==> config.mk <==
export PLATFORM = sky130hd
export DESIGN_NAME = drop_controller
export DESIGN_NICKNAME = d
export VERILOG_FILES = /design/src/rtl/drop_ctrl_pkg.sv /design/src/rtl/height_stability_filter.sv /design/src/rtl/drop_controller.sv
export SDC_FILE = /design/constraint.sdc
export NUM_CORES = 1
export LEC_CHECK = 0
export BUFFER_PORTS_ARGS = -buffer_cell sky130_fd_sc_hd__buf_2
export CORE_MARGIN = 5
export CORE_UTILIZATION = 53
export CTS_CLUSTER_DIAMETER = 120
export DETAILED_ROUTE_END_ITERATION = 7
export PLACE_DENSITY_LB_ADDON = 0.2
export SLEW_MARGIN = 30
export SYNTH_ARGS = -nofsm -noshare
export SYNTH_HDL_FRONTEND = slang
export SYNTH_HIERARCHICAL = 1
export SYNTH_SLANG_ARGS = --single-unit
==> constraint.sdc <==
create_clock -name clk -period 2.5 [get_ports clk]
set_clock_uncertainty 0.05 [all_clocks]
set_input_delay 0.375 -clock clk [delete_from_list [all_inputs] [get_ports clk]]
set_output_delay 0.375 -clock clk [all_outputs]
set_load 0.02 [all_outputs]
==> src/rtl/drop_ctrl_pkg.sv <==
// Shared types and defaults for the bag drop controller.
// Holds the FSM state encoding, status display codes and default widths.
package drop_ctrl_pkg;

    localparam int HEIGHT_W_DEF      = 8;
    localparam int STABLE_CYCLES_DEF = 4;
    localparam int TOL_DEF           = 1;
    localparam int DROP_CYCLES_DEF   = 16;

    typedef enum logic [2:0] {
        IDLE,
        SETTLE,
        CHECK,
        DROP,
        HOLD
    } state_t;

    localparam logic [1:0] ST_IDLE = 2'b00;
    localparam logic [1:0] ST_MEAS = 2'b01;
    localparam logic [1:0] ST_DROP = 2'b10;
    localparam logic [1:0] ST_HIGH = 2'b11;

endpackage

==> src/rtl/height_stability_filter.sv <==
// Purpose: tracks a reference height and counts consecutive in-tolerance valid samples.
// Latency: stable is a decode of the registered count, so it rises one edge after the last qualifying sample.
// Backpressure: none; invalid cycles freeze the reference and the count.
module height_stability_filter #(
    parameter int HEIGHT_W      = 8,
    parameter int STABLE_CYCLES = 4,
    parameter int TOL           = 1
) (
    input  logic                clk,
    input  logic                rst_n,
    input  logic                load,
    input  logic                track,
    input  logic [HEIGHT_W-1:0] height,
    input  logic                height_valid,
    output logic                stable,
    output logic [HEIGHT_W-1:0] ref_height
);

    localparam int CNT_W = $clog2(STABLE_CYCLES + 1);
    localparam logic [HEIGHT_W:0] TOL_V = (HEIGHT_W + 1)'(TOL);

    logic [CNT_W-1:0]  cnt;
    logic [HEIGHT_W:0] diff;
    logic              in_tol;

    // Difference is one bit wider than the inputs so it never wraps.
    always_comb begin
        diff = '0;
        if (height >= ref_height)
            diff = {1'b0, height} - {1'b0, ref_height};
        else
            diff = {1'b0, ref_height} - {1'b0, height};
        in_tol = (diff <= TOL_V);
        stable = (cnt == CNT_W'(STABLE_CYCLES));
    end

    always_ff @(posedge clk or negedge rst_n) begin
        if (!rst_n) begin
            ref_height <= '0;
            cnt        <= '0;
        end else if (load) begin
            ref_height <= height;
            cnt        <= CNT_W'(1);
        end else if (track && height_valid && !stable) begin
            if (in_tol) begin
                cnt <= cnt + CNT_W'(1);
            end else begin
                ref_height <= height;
                cnt        <= CNT_W'(1);
            end
        end
    end

endmodule

==> src/rtl/drop_controller.sv <==
// Purpose: waits for a stable bag height, compares it with max_height, then fires a drop pulse or flags too-high.
// Latency: with a valid stable input every cycle, drop_activated rises STABLE_CYCLES+1 edges after the request sample.
// Backpressure: none; the outcome is held until drop_en drops. Optional drop_count port via DROP_CTRL_COUNT_EN.
module drop_controller
    import drop_ctrl_pkg::*;
#(
    parameter int HEIGHT_W      = HEIGHT_W_DEF,
    parameter int STABLE_CYCLES = STABLE_CYCLES_DEF,
    parameter int TOL           = TOL_DEF,
    parameter int DROP_CYCLES   = DROP_CYCLES_DEF
) (
    input  logic                clk,
    input  logic                rst_n,
    input  logic [HEIGHT_W-1:0] height,
    input  logic                height_valid,
    input  logic [HEIGHT_W-1:0] max_height,
    input  logic                drop_en,
    output logic                drop_activated,
    output logic [1:0]          status,
    output logic [HEIGHT_W-1:0] stable_height,
    output logic                busy
`ifdef DROP_CTRL_COUNT_EN
    ,
    output logic [15:0]         drop_count
`endif
);

    localparam int TMR_W = $clog2(DROP_CYCLES + 1);

    state_t             state;
    logic [TMR_W-1:0]   timer;
    logic               start;
    logic               abort;
    logic               accept;
    logic               stable;
    logic [HEIGHT_W-1:0] ref_height;

    assign start  = (state == IDLE) && drop_en && height_valid && (height != '0);
    assign abort  = !drop_en || (height_valid && (height == '0));
    assign accept = (state == CHECK) && (ref_height <= max_height);

    height_stability_filter #(
        .HEIGHT_W      (HEIGHT_W),
        .STABLE_CYCLES (STABLE_CYCLES),
        .TOL           (TOL)
    ) u_filter (
        .clk          (clk),
        .rst_n        (rst_n),
        .load         (start),
        .track        (state == SETTLE),
        .height       (height),
        .height_valid (height_valid),
        .stable       (stable),
        .ref_height   (ref_height)
    );

    always_ff @(posedge clk or negedge rst_n) begin
        if (!rst_n) begin
            state          <= IDLE;
            drop_activated <= 1'b0;
            status         <= ST_IDLE;
            stable_height  <= '0;
            busy           <= 1'b0;
            timer          <= '0;
        end else begin
            case (state)
                IDLE: if (start) begin
                    state  <= SETTLE;
                    status <= ST_MEAS;
                    busy   <= 1'b1;
                end
                // Aborts win over a completing stability count.
                SETTLE: if (abort) begin
                    state  <= IDLE;
                    status <= ST_IDLE;
                    busy   <= 1'b0;
                end else if (stable) begin
                    state         <= CHECK;
                    stable_height <= ref_height;
                end
                CHECK: if (accept) begin
                    state          <= DROP;
                    status         <= ST_DROP;
                    drop_activated <= 1'b1;
                    timer          <= '0;
                end else begin
                    state  <= HOLD;
                    status <= ST_HIGH;
                end
                DROP: if (timer == TMR_W'(DROP_CYCLES - 1)) begin
                    state          <= HOLD;
                    drop_activated <= 1'b0;
                end else begin
                    timer <= timer + TMR_W'(1);
                end
                HOLD: if (!drop_en) begin
                    state  <= IDLE;
                    status <= ST_IDLE;
                    busy   <= 1'b0;
                end
                default: state <= IDLE;
            endcase
        end
    end

`ifdef DROP_CTRL_COUNT_EN
    always_ff @(posedge clk or negedge rst_n) begin
        if (!rst_n)
            drop_count <= '0;
        else if (accept && (drop_count != 16'hFFFF))
            drop_count <= drop_count + 16'd1;
    end
`endif

endmodule

### Word level (Yosys, flattened, before mapping)

Index checks and enable logic that the tools add are counted.
Widths: inputs -> output; s select.

| word-level totals | value |
|---|---|
| bits of input ports | 20 |
| memories | 0 |
| output and inout port bits | 12 |
| bits in latches | 0 |
| memory bits (read-only) | 0 |
| register bits after elaboration | 31 |
| memory bits (writable) | 0 |

| operators by class | value |
|---|---|
| divide/modulo/power cells | 0 |
| reduce and logical (&&, ||, !) cells | 24 |
| add/subtract/negate cells | 4 |
| shift-type cells | 0 |
| eq/ne operators | 14 |
| $mul | 0 |
| multiplexer cells | 29 |
| magnitude comparators | 3 |
| bitwise logic cells | 1 |

Operators with widths:

| cell | count |
|---|---|
| $mux 3 | 9 |
| $mux 8 | 3 |
| $sub 8x8->9 | 2 |
| $pmux 3 s5 | 1 |
| $ne 2x2->1 const B | 7 |
| $reduce_and 4->1 | 3 |
| $mux 5 | 2 |
| $pmux 5 s2 | 1 |
| $le 9x1->1 const B | 1 |
| $mux 9 | 1 |
| $reduce_and 3->1 | 3 |
| $ge 8x8->1 | 1 |
| $le 8x8->1 | 1 |
| $logic_not 8->1 | 1 |
| $pmux 2 s4 | 1 |
| $reduce_bool 8->1 | 1 |
| $logic_and 1x1->1 | 7 |
| $eq 3x2->1 const B | 2 |
| $eq 3x3->1 const B | 2 |
| $mux 1 | 6 |
| $mux 2 | 3 |
| $add 5x1->5 const B | 1 |
| $eq 5x4->1 const B | 1 |
| $reduce_bool 2->1 | 2 |
| 12 further kinds | 13 |

### Logic depth before layout (Yosys ltp)

Gate-level depths: netlist (run 1).

| logic depth | value |
|---|---|
| depth after elaboration | 6 |
| gate-level depth with buffers | 12 |
| mapped depth without buffers | 11 |

### By module

Netlist (run 1), hierarchy kept.

Modules (own cells, without submodules):

| module | area an instance (µm²) | seq. area each (µm²) | cells an instance | times used |
|---|---|---|---|---|
| height_stability_filter | 1390.1 | 275.3 | 158 | 1 |
| drop_controller | 1347.5 | 500.5 | 130 | 1 |

### Worst setup path after synthesis (run 1)

No wires, ideal clock.

| path | value |
|---|---|
| path type | register -> register |
| start | register u_filter.ref_height[0] |
| end | register u_filter.ref_height[1] |
| library setup time | 126 ps |
| slack | -22 ps |
| arrival | 2346 ps |
| buffers on the path | 1 |
| cell stages (with the launch flop) | 12 |
| required time | 2324 ps |
| path through | dfrtp_1 > inv_1 > ha_1 > inv_1 > fa_1 > nand3_1 > nand2_2 > a2111o_1 > a2111oi_4 > a211oi_2 > buf_6 > mux2i_1 |

| on the way | value |
|---|---|
| longest elaborated chain between the ends | 5 |
| elaborated cells on any way between the ends | 7 |
| those cells by class | add/sub (2); order compare (2); eq/ne (1); mux (1); reduce/logical (1) |

Ends and longest elaborated chain:

| element | line | RTL |
|---|---|---|
| start, declared | height_stability_filter.sv:16 | `output logic [HEIGHT_W-1:0] ref_height` |
| start signal, assigned | height_stability_filter.sv:42 | `ref_height <= height;` |
| start signal, assigned | height_stability_filter.sv:48 | `ref_height <= height;` |
| $sub 8x8->9 (tied with other cells) | height_stability_filter.sv:32 | `diff = {1'b0, ref_height} - {1'b0, height};` |
| $mux 9 * | height_stability_filter.sv:29 | `if (height >= ref_height)` |
| $le 9x1->1 * | height_stability_filter.sv:33 | `in_tol = (diff <= TOL_V);` |
| $ne 2x2->1 (no source line) * | - |  |
| $reduce_and 2->1 (no source line) * | - |  |

Mark *: on every way between the ends. The rest lies on a longest branch, timed or not.
A chain may end at the register's enable or synchronous reset.

### Final worst setup path (run 1)

| path | value |
|---|---|
| start | register u_filter.ref_height[0] |
| end | register u_filter.ref_height[0] |

The elaborated chain is that of the path after synthesis.

==> results.yml, run 1 <==
clock_tree:
  hold_buffers: 0
  cts_buffers: 5
  clkTransAtPathRegs_ns: 0.07
  cts_root_buf: "clkbuf_8"
  htree_levels: 2
  cts_sinks: 31
  cts.path.max_buffers: 2
  cts_tree: "yes"
  worst_skew_pair.late_latency_ns: 0.29
critical_path:
  crit_family: "simple AND/OR/NAND/NOR gates"
  end_kind: "flop"
  crit_type: "flop to flop"
  cp_data_arrival_time_ns: 2.89
  crit_fanout: 4
  cp_num_buf_inv: 3
  cp_slowest_cell: "fa_2"
  crit_path_max_incr_delay_ns: 0.44
  cp-start-kind: "flop"
  crit_required_ns: 2.61
  path_cells: "buf_4, ha_4, inv_1, fa_2, a2111oi_2, nand3_1, nor3_2, and4b_2, buf_12, a211oi_4, mux2i_1"
placement:
  dp.cells: 443
  place.gp.congestion: 0.959
  post-dp-hpwl_um: 5390
  io_buffers: 31
job:
  cap_violations: 0
power:
  powerDensity_nw_per_um2: 717
  p_leak_uw: 0.00186
  peakVddDrop_uv: 427
final_layout:
  post-route-util_pct: 73.5
  final_common_cell: "buf_4"
  multi_input_area_um2: 1860
  layout.area.seq_um2: 776
  mostFrequentLayoutCells: "71 x buf_4, 34 x inv_1, 31 x dfrtp_1, 31 x buf_2, 25 x ha_1"
  syn_to_final_growth_pct: 36.2
  drive_above_1_share_pct: 40.4
  stdcell_count: 461
  fillers: 352
  nNetsFinal: 440
  n_antenna_cell: 0
detailed_routing:
  ant_nets: 0
  vias: 2604
  wl_per_cell_um: 16.9
  drc_errors: 0
  via_per_inst: 5.65
  drt_iter0_markers: 183
  drt_pass1_iterations: 5
  drt_wl_total_um: 7790
status:
  violations: "negative setup slack"
  status: "complete, but fails checks"
synthesis:
  synth_top_flop_cell: "dfrtp_1"
  synth_top_cell_area_share_pct: 28.3
  synth_area_leaders: "dfrtp_1 28%, ha_1 13%, inv_1 4.9%, mux2_4 4.9%, mux2i_1 3.7%"
  ys_types: 68
  synth_edf_count: 0
  yosys.area.top_type: "dfrtp_1"
  yosys_warnings: 6
  synth.cell_area_um2: 2740
  synthArstFlopShare_pct: 100
  ys_seq_area_share_pct: 28.3
  ys_seq_elements: 31
  synth_area_per_cell_um2: 9.51
  synth_fp_nets: 338
  netlist_instances: 288
die:
  die_x_um: 81.9
  row_count: 26
  die_height_um: 81.9
  coreArea_um2: 5070
  start_util_pct: 53.9
  ios: 32
  dieArea_um2: 6700
timing:
  finalSetupViolations: 11
  setup_tns_ns: -2.58
  tightestPinTransition_ns: 0.758
  hold_viol: 0
  timing.final.max_slew_violations: 0
  relSlewSlack_pct: 49.3
  fin_crit_ns: 2.78
  fmaxAchievable_ghz: 0.360
  post-route-period-util_pct: 111
  hold_ws_ns: 0.0755
  layout_setup_ws_ns: -0.276
  rsz0062_at_grt: "true"
global_route:
  use_met2_pct: 40.9
  grtUsageMet1_pct: 30.0
  busiest_layer: "met2"
  antenna_found_initial: 0
  grt_pass1_vias: 2523
  grt_max_degree: 32
  grt-ovfl-total: 0
  grt_pass1_wl_um: 12200
  grt_usage_pct: 24.3
  use_met3_pct: 5.26
hold_path:
  hold_class: "primary input to async pin"
-- through the flow --
step | total power [µW] | setup slack (ns) | area (µm²)
2_1_floorplan | 1390 | 0.0332 | 2740
3_3_place_gp | 1890 | -0.666 | 3410
3_5_place_dp | 1910 | -0.768 | 3410
4_1_cts | 2560 | -0.334 | 3650
5_1_grt | 2820 | -0.382 | 3730
6_report | 2670 | -0.276 | 3730
-- Yosys cell counts, drive strengths merged (2+ instances only) --
cell and count:
nor3 5, o21ba 2, a31oi 5, ha 28, a31o 2, o211ai 3, and2 2, nand4 5
nand3b 3, dfrtp 31, nand3 5, buf 9, xnor2 4, mux2 10, o31ai 5, nor3b 3
fa 2, inv 38, clkbuf 2, a21oi 16, a21o 6, nand4b 2, nor4 2, nor2 14
a22oi 6, o22ai 2, nand2 16, nor2b 8, a211oi 2, o21ai 13, a2111oi 5, and4 2
mux2i 10, nand2b 5
-- worst register-to-register path, delay by kind of cell, from the launching register on --
kind            cells  cell delay (ns)
fa+ha+maj           2             0.59
buf+inv             3             0.33
flops               1             0.40
mux                 1             0.17
compound gates      2             0.39
simple gates        3             0.70
-- worst paths after layout --
path | from | endpoint | slack (ns) | cells past startpoint
hold / removal | rst_n | u_filter/ref_height[2] | 0.08 | 1
max in group asynchronous | rst_n | u_filter/ref_height[4] | 1.87 | 1
hold reg to reg | busy | busy | 0.46 | 2
setup reg to reg | u_filter/ref_height[0] | u_filter/ref_height[0] | -0.28 | 11
setup / recovery | u_filter/ref_height[0] | u_filter/ref_height[0] | -0.28 | 11
min in group clk | height[7] | u_filter/ref_height[7] | 0.35 | 3
-- where the power goes --
group | internal (µW) | switching [µW] | total, µW
registers | 554 | 45.8 | 600
logic | 731 | 815 | 1550
clock network | 322 | 205 | 528
total | 1610 | 1070 | 2670
-- layer usage --
metal / routed length [µm] / share of wire, %
met5: 0 / 0
met4: 274 / 3.5
met3: 571 / 7.3
met2: 3770 / 48
met1: 3170 / 41
-- cell families (layout without fill, tap and decap cells) --
logic type | count (synthesis) | count (layout) | share of synthesized area [%]
fa+ha+maj | 30 | 30 | 14.3
flops | 31 | 31 | 28.3
compound gates | 78 | 79 | 22.0
simple gates | 75 | 75 | 16.9
mux | 20 | 20 | 9.00
xor+xnor | 5 | 5 | 1.60
buf+inv | 49 | 151 | 7.95
-- registers in the layout (all words and copies together) (netlist names) --
name                 flops
stable_height            8
u_filter/ref_height      8
timer                    5
state                    3
u_filter/cnt             3
status                   2
busy                     1
drop_activated           1
-- cell type report --
class | instances | area share (%)
clock buffer | 6 | 2.21
clock inverter | 2 | 0.940
inverter | 38 | 3.89
multi-input combinational | 209 | 50.0
sequential | 31 | 20.8
tap | 70 | 2.35
timing repair buffer | 105 | 19.8
-- timing repair --
| action | in CTS | in global routing |
|---|---|---|
| cloned | 1 | 0 |
| pin swaps | 10 | 11 |
| setup endpoints to repair | 11 | 11 |
| buffers inserted | 7 | 3 |
| gates resized for setup | 12 | 10 |
(Power assumes the default switching activity.)
==> inputs of run 2 (changes only) <==
--- a/config.mk
+++ b/config.mk
@@ -7,7 +7,7 @@
 export LEC_CHECK = 0
 export BUFFER_PORTS_ARGS = -buffer_cell sky130_fd_sc_hd__buf_2
 export CORE_MARGIN = 5
-export CORE_UTILIZATION = 53
+export CORE_UTILIZATION = 38
 export CTS_CLUSTER_DIAMETER = 120
 export DETAILED_ROUTE_END_ITERATION = 7
 export PLACE_DENSITY_LB_ADDON = 0.2
==> run 2 against run 1 <==
  * The run still ends with negative setup slack left
  * Setup slack better by 0.20 ns
  * Sequential power hardly changed
  * Combinational power is 11% lower
  * Fmax is 7.9% higher
  * Global-route usage is 7.8 points lower
  * Clock power is 2% lower
  * Worst hold slack better by 0.0078 ns
  * Final cell count is 1.7% higher
  * Register-to-register slack better by 0.20 ns
  * Critical path depth stayed put
  * Power is 6.8% lower
  * Sequential share of layout area is 0.74 points higher
  * Largest cell class unchanged
  * Largest power group unchanged
==> results.yml, run 2 (same netlist as run 1, synthesis figures left out) <==
status:
  status: "complete, but fails checks"
  violations: "negative setup slack"
clock_tree:
  clkTransAtPathRegs_ns: 0.07
  worst_skew_pair.late_latency_ns: 0.29
  cts_tree: "yes"
  cts_buffers: 5
  htree_levels: 2
  hold_buffers: 0
  cts.path.max_buffers: 2
  cts_sinks: 31
  cts_root_buf: "clkbuf_8"
critical_path:
  end_kind: "flop"
  crit_fanout: 9
  crit_required_ns: 2.62
  cp_data_arrival_time_ns: 2.70
  crit_type: "flop to flop"
  cp-start-kind: "flop"
final_layout:
  stdcell_count: 469
  mostFrequentLayoutCells: "52 x buf_4, 34 x inv_1, 31 x buf_2"
  nNetsFinal: 419
  final_common_cell: "buf_4"
  drive_above_1_share_pct: 38.4
  n_antenna_cell: 0
  syn_to_final_growth_pct: 31.7
  fin_area_um2: 3610
  top_regs: "stable_height x8, u_filter/ref_height x8, timer x5"
detailed_routing:
  drt_wl_total_um: 6990
  drc_errors: 0
  ant_nets: 0
  drt_pass1_iterations: 4
  drt_iter0_markers: 142
  wl_per_cell_um: 14.9
  via_per_inst: 5.15
  vias: 2417
die:
  die_x_um: 94.9
  dieArea_um2: 9000
  row_count: 31
  ios: 32
  start_util_pct: 38.4
  coreArea_um2: 7140
  die_height_um: 94.9
timing:
  layout_setup_ws_ns: -0.0737
  tightestPinTransition_ns: 0.710
  timing.final.max_slew_violations: 0
  relSlewSlack_pct: 52.7
  finalSetupViolations: 9
  post-route-period-util_pct: 103
  rsz0062_at_grt: "true"
  fin_crit_ns: 2.57
  hold_viol: 0
  fmaxAchievable_ghz: 0.389
placement:
  post-dp-hpwl_um: 5430
  place.gp.congestion: 0.870
  dp_slack_ns: -0.305
  io_buffers: 31
  dp.cells: 457
  place_area_um2: 3340
job:
  cap_violations: 0
power:
  power_uw: 2490
  powerDensity_nw_per_um2: 691
  p_leak_uw: 0.00176
  peakVddDrop_uv: 396
global_route:
  grt_pass1_vias: 2418
  antenna_found_initial: 0
  grt_usage_pct: 16.6
  grt_max_degree: 32
  grt-ovfl-total: 0
  grt_pass1_wl_um: 11600
hold_path:
  hold_class: "primary input to async pin"
-- run 2: changes by cell type in the layout (fill, tap and decap cells not counted), sizes merged --
cell    before  now
a211oi       3    2
buf        105   85
-- run 2: repair_timing --
item / CTS / global route
resized for setup: 7 / 18
pin swaps: 1 / 5
endpoints found under the hold margin: 0 / 0
buffers inserted: 1 / 3
cloned: 0 / 0
endpoints found under the setup margin: 11 / 11
-- run 2: power breakdown --
part	leakage, µW	switching [µW]	total [µW]	internal (µW)
registers	0.000376	47.3	603	555
logic	0.00132	721	1380	654
clock network	0.0000612	193	515	322
total	0.00176	961	2490	1530
-- run 2: area by class of cell --
class / instances / area (µm²)
Timing Repair Buffer: 85 / 586
Multi-Input combinational cell: 208 / 1860
Clock buffer: 6 / 82.6
Clock inverter: 2 / 35.0
Inverter: 38 / 143
Sequential cell: 31 / 777
Tap cell: 99 / 124
Fill cell: 689 / 3530
-- run 2: metal layers --
metal  GRT usage [%]  routed length [µm]  part of all wire [%]  vias to the layer above
li1                -                   -                     -                     1199
met1            21.8                3240                    46                     1143
met2            27.1                3280                    47                       64
met3            3.19                 348                   5.0                       11
met4            5.65                 123                   1.8                        0
met5               0                   0                     0                        -
-- run 2: worst paths after layout --
check	from	to	slack [ns]	cells after the start
worst max-delay path	u_filter/ref_height[0]	u_filter/ref_height[0]	-0.07	11
min in group clk	height[7]	u_filter/ref_height[7]	0.37	3
worst max register to register	u_filter/ref_height[0]	u_filter/ref_height[0]	-0.07	11
worst min register to register	busy	busy	0.45	2
worst min-delay path	rst_n	u_filter/ref_height[0]	0.08	1
max in group asynchronous	rst_n	u_filter/ref_height[1]	1.82	1
-- run 2: through the flow --
step	setup TNS, ns	hold slack, ns	util [%]
finish	-0.614	0.0833	50.5
global route	-1.50	0.140	50.5
CTS	-0.529	0.114	49.1
detailed placement	-2.94	0.429	46.8
global placement	-2.61	0.423	46.8
floorplan	0	0.0294	-
-- run 2: worst max-delay path, stage by stage, from the launching register on --
cell       delay (ns)
dfrtp_1          0.41
inv_2            0.09
ha_4             0.13
inv_2            0.03
fa_2             0.35
nand3_2          0.08
nand2_2          0.07
a2111o_1         0.43
a2111oi_4        0.41
a211oi_4         0.12
buf_12           0.17
mux2i_1          0.11
==> inputs of run 3 (changes only) <==
--- a/config.mk
+++ b/config.mk
@@ -5,6 +5,7 @@
 export SDC_FILE = /design/constraint.sdc
 export NUM_CORES = 1
 export LEC_CHECK = 0
+export ABC_AREA = 1
 export BUFFER_PORTS_ARGS = -buffer_cell sky130_fd_sc_hd__buf_2
 export CORE_MARGIN = 5
 export CORE_UTILIZATION = 38
==> constraint.sdc (replaced) <==
create_clock -name clk -period 2.5 [get_ports clk]
set_clock_uncertainty 0.05 [all_clocks]
set_input_delay 0.375 -clock clk [delete_from_list [all_inputs] [get_ports clk]]
set_output_delay 0.375 -clock clk [all_outputs]
set_load 0.005 [all_outputs]
==> run 3 against run 2 <==
  * The run now ends clean
  * Final cell count rose by 18%
  * Synthesized cell count rose by 39%
  * Sequential share of layout area rose by 1.3 points
  * Critical path depth rose by 3
  * Global-route usage fell by 1.3 points
  * Worst hold slack improved by 0.0025 ns
  * Cell area fell by 5.7%
  * Fmax rose by 5.1%
  * Setup slack improved by 0.13 ns
  * Register-to-register slack improved by 0.13 ns
  * Non-clock buffer count fell by 32
  * Clock power fell by 22%
==> results.yml, run 3 <==
clock_tree:
  cts_root_buf: "clkbuf_8"
  clkTransAtPathRegs_ns: 0.07
  hold_buffers: 0
  cts_sinks: 31
  cts_tree: "yes"
  cts.path.max_buffers: 2
  worst_skew_pair.late_latency_ns: 0.28
  cts_buffers: 5
  htree_levels: 2
synthesis:
  synth_area_per_cell_um2: 7.00
  synth.cell_area_um2: 2790
  synth_top_flop_cell: "dfrtp_1"
  synth_top_cell_area_share_pct: 27.8
  synthTopCellsByCount: "130 x nand2_1, 70 x inv_1, 31 x dfrtp_1, 28 x ha_1, 26 x nor2_1"
  yosys.area.top_type: "dfrtp_1"
  synthArstFlopShare_pct: 100
  netlist_instances: 399
  synth_edf_count: 0
  synth_area_leaders: "dfrtp_1 28%, nand2_1 17%, ha_1 13%, inv_1 9.4%, nand3_2 4.7%"
  synth.most_common_cell: "nand2_1"
  ys_seq_area_share_pct: 27.8
  ys_seq_elements: 31
  ys_types: 33
  yosys_warnings: 6
  synth_fp_nets: 449
detailed_routing:
  wl_per_cell_um: 12.0
  drt_iter0_markers: 124
  drc_errors: 0
  via_per_inst: 4.69
  drt_wl_total_um: 6660
  ant_nets: 0
  drt_pass1_iterations: 4
  vias: 2597
timing:
  post-route-period-util_pct: 97.9
  relSlewSlack_pct: 53.0
  hold_viol: 0
  tightestPinTransition_ns: 0.705
  fmaxAchievable_ghz: 0.409
  layout_setup_ws_ns: 0.0523
  hold_ws_ns: 0.0858
  fin_crit_ns: 2.45
  timing.final.max_slew_violations: 0
  finalSetupViolations: 0
global_route:
  grt_usage_pct: 15.3
  grt_pass1_wl_um: 11000
  grt_max_degree: 32
  grt-ovfl-total: 0
  grt_pass1_vias: 2438
  antenna_found_initial: 0
final_layout:
  n_antenna_cell: 0
  top_regs: "stable_height x8, u_filter/ref_height x8, timer x5"
  nNetsFinal: 505
  syn_to_final_growth_pct: 21.8
  final_common_cell: "nand2_1"
  mostFrequentLayoutCells: "128 x nand2_1, 69 x inv_1, 31 x dfrtp_1, 31 x buf_2"
  fillers: 743
  stdcell_count: 554
  drive_above_1_share_pct: 26.4
placement:
  post-dp-hpwl_um: 5270
  io_buffers: 31
  dp.cells: 544
  dp_slack_ns: -0.00653
  place.gp.congestion: 0.918
die:
  dieArea_um2: 9160
  die_height_um: 95.7
  ios: 32
  start_util_pct: 38.7
  coreArea_um2: 7210
  die_x_um: 95.7
  row_count: 31
critical_path:
  cp_data_arrival_time_ns: 2.57
  crit_fanout: 5
  crit_type: "flop to flop"
  crit_required_ns: 2.62
  cp-start-kind: "flop"
  end_kind: "flop"
power:
  power_uw: 3640
  p_leak_uw: 0.00191
  peakVddDrop_uv: 514
  powerDensity_nw_per_um2: 1070
job:
  cap_violations: 0
hold_path:
  hold_class: "primary input to async pin"
status:
  status: "finished clean"
[run 3: changes by cell type after synthesis, moves of 10 or more]
cell     previous run  this run
mux2i_1            10         0
nor2_1             14        26
nand3_2             1        13
nand3_1             4        22
nand2_1            14       130
inv_1              36        70
[run 3: area by class of cell]
cell class	instances	area (µm²)	area share, %
clock inverters	1	5.00	0.147
clock buffers	6	82.6	2.43
inverters	73	274	8.06
repair buffers	53	350	10.3
well taps	99	124	3.64
flip-flops and latches	31	776	22.8
multi-input cells	291	1790	52.6
[run 3: worst max-delay path, stage by stage, from the launching register on]
cell,delay [ns]
dfrtp_1,0.42
inv_1,0.07
ha_1,0.16
inv_2,0.06
fa_2,0.33
or2_2,0.31
a21oi_2,0.12
nand4_1,0.11
nand2_1,0.08
nand2_1,0.06
nor2_2,0.15
nand3_4,0.13
clkbuf_16,0.19
nand3_2,0.06
nand2_1,0.05
[run 3: power breakdown]
| part | internal, µW | switching [µW] |
|---|---|---|
| Combinational | 983 | 1450 |
| Sequential | 664 | 146 |
| Clock | 216 | 185 |
[run 3: path summary, 6_finish.rpt]
| kind | startpoint | to | slack (ns) | cells past startpoint |
|---|---|---|---|---|
| worst max register to register | u_filter/ref_height[0] | u_filter/ref_height[6] | 0.05 | 14 |
| worst max-delay path | u_filter/ref_height[0] | u_filter/ref_height[6] | 0.05 | 14 |
| worst min register to register | timer[4] | timer[4] | 0.42 | 2 |
| min in group clk | height[0] | u_filter/ref_height[0] | 0.31 | 3 |
| worst min-delay path | rst_n | timer[2] | 0.09 | 1 |
| max in group asynchronous | rst_n | u_filter/ref_height[7] | 1.86 | 1 |
[run 3: cells by family after synthesis]
family	Yosys count	share of synthesized area, %
adder cells (fa/ha/maj)	30	14.0
flip-flops	31	27.8
AND/OR/NAND/NOR	217	36.2
AO/OA/AOI/OAI	38	9.14
buffers and inverters	77	11.0
XOR/XNOR	6	1.88
[run 3: per-stage QoR]
step	area, µm²	TNS, ns	util (%)
CTS	3280	0	45.5
floorplan	2790	0	-
global placement	3190	-0.0243	44.3
detailed placement	3190	-0.0119	44.3
global route	3400	-0.00574	47.1
finish	3400	0	47.1
[run 3: per-layer routing]
layer | track usage (%) | up-vias | routed length, µm
met5 | 0 | - | 0
met2 | 22.8 | 59 | 2940
met3 | 3.36 | 10 | 343
met1 | 21.9 | 1179 | 3270
li1 | - | 1349 | -
met4 | 4.74 | 0 | 104
[run 3: timing repair]
action,in CTS,in global routing
setup endpoints to repair,0,11
gates resized for setup,0,19
setup buffers,0,2
endpoints found under the hold margin,0,0
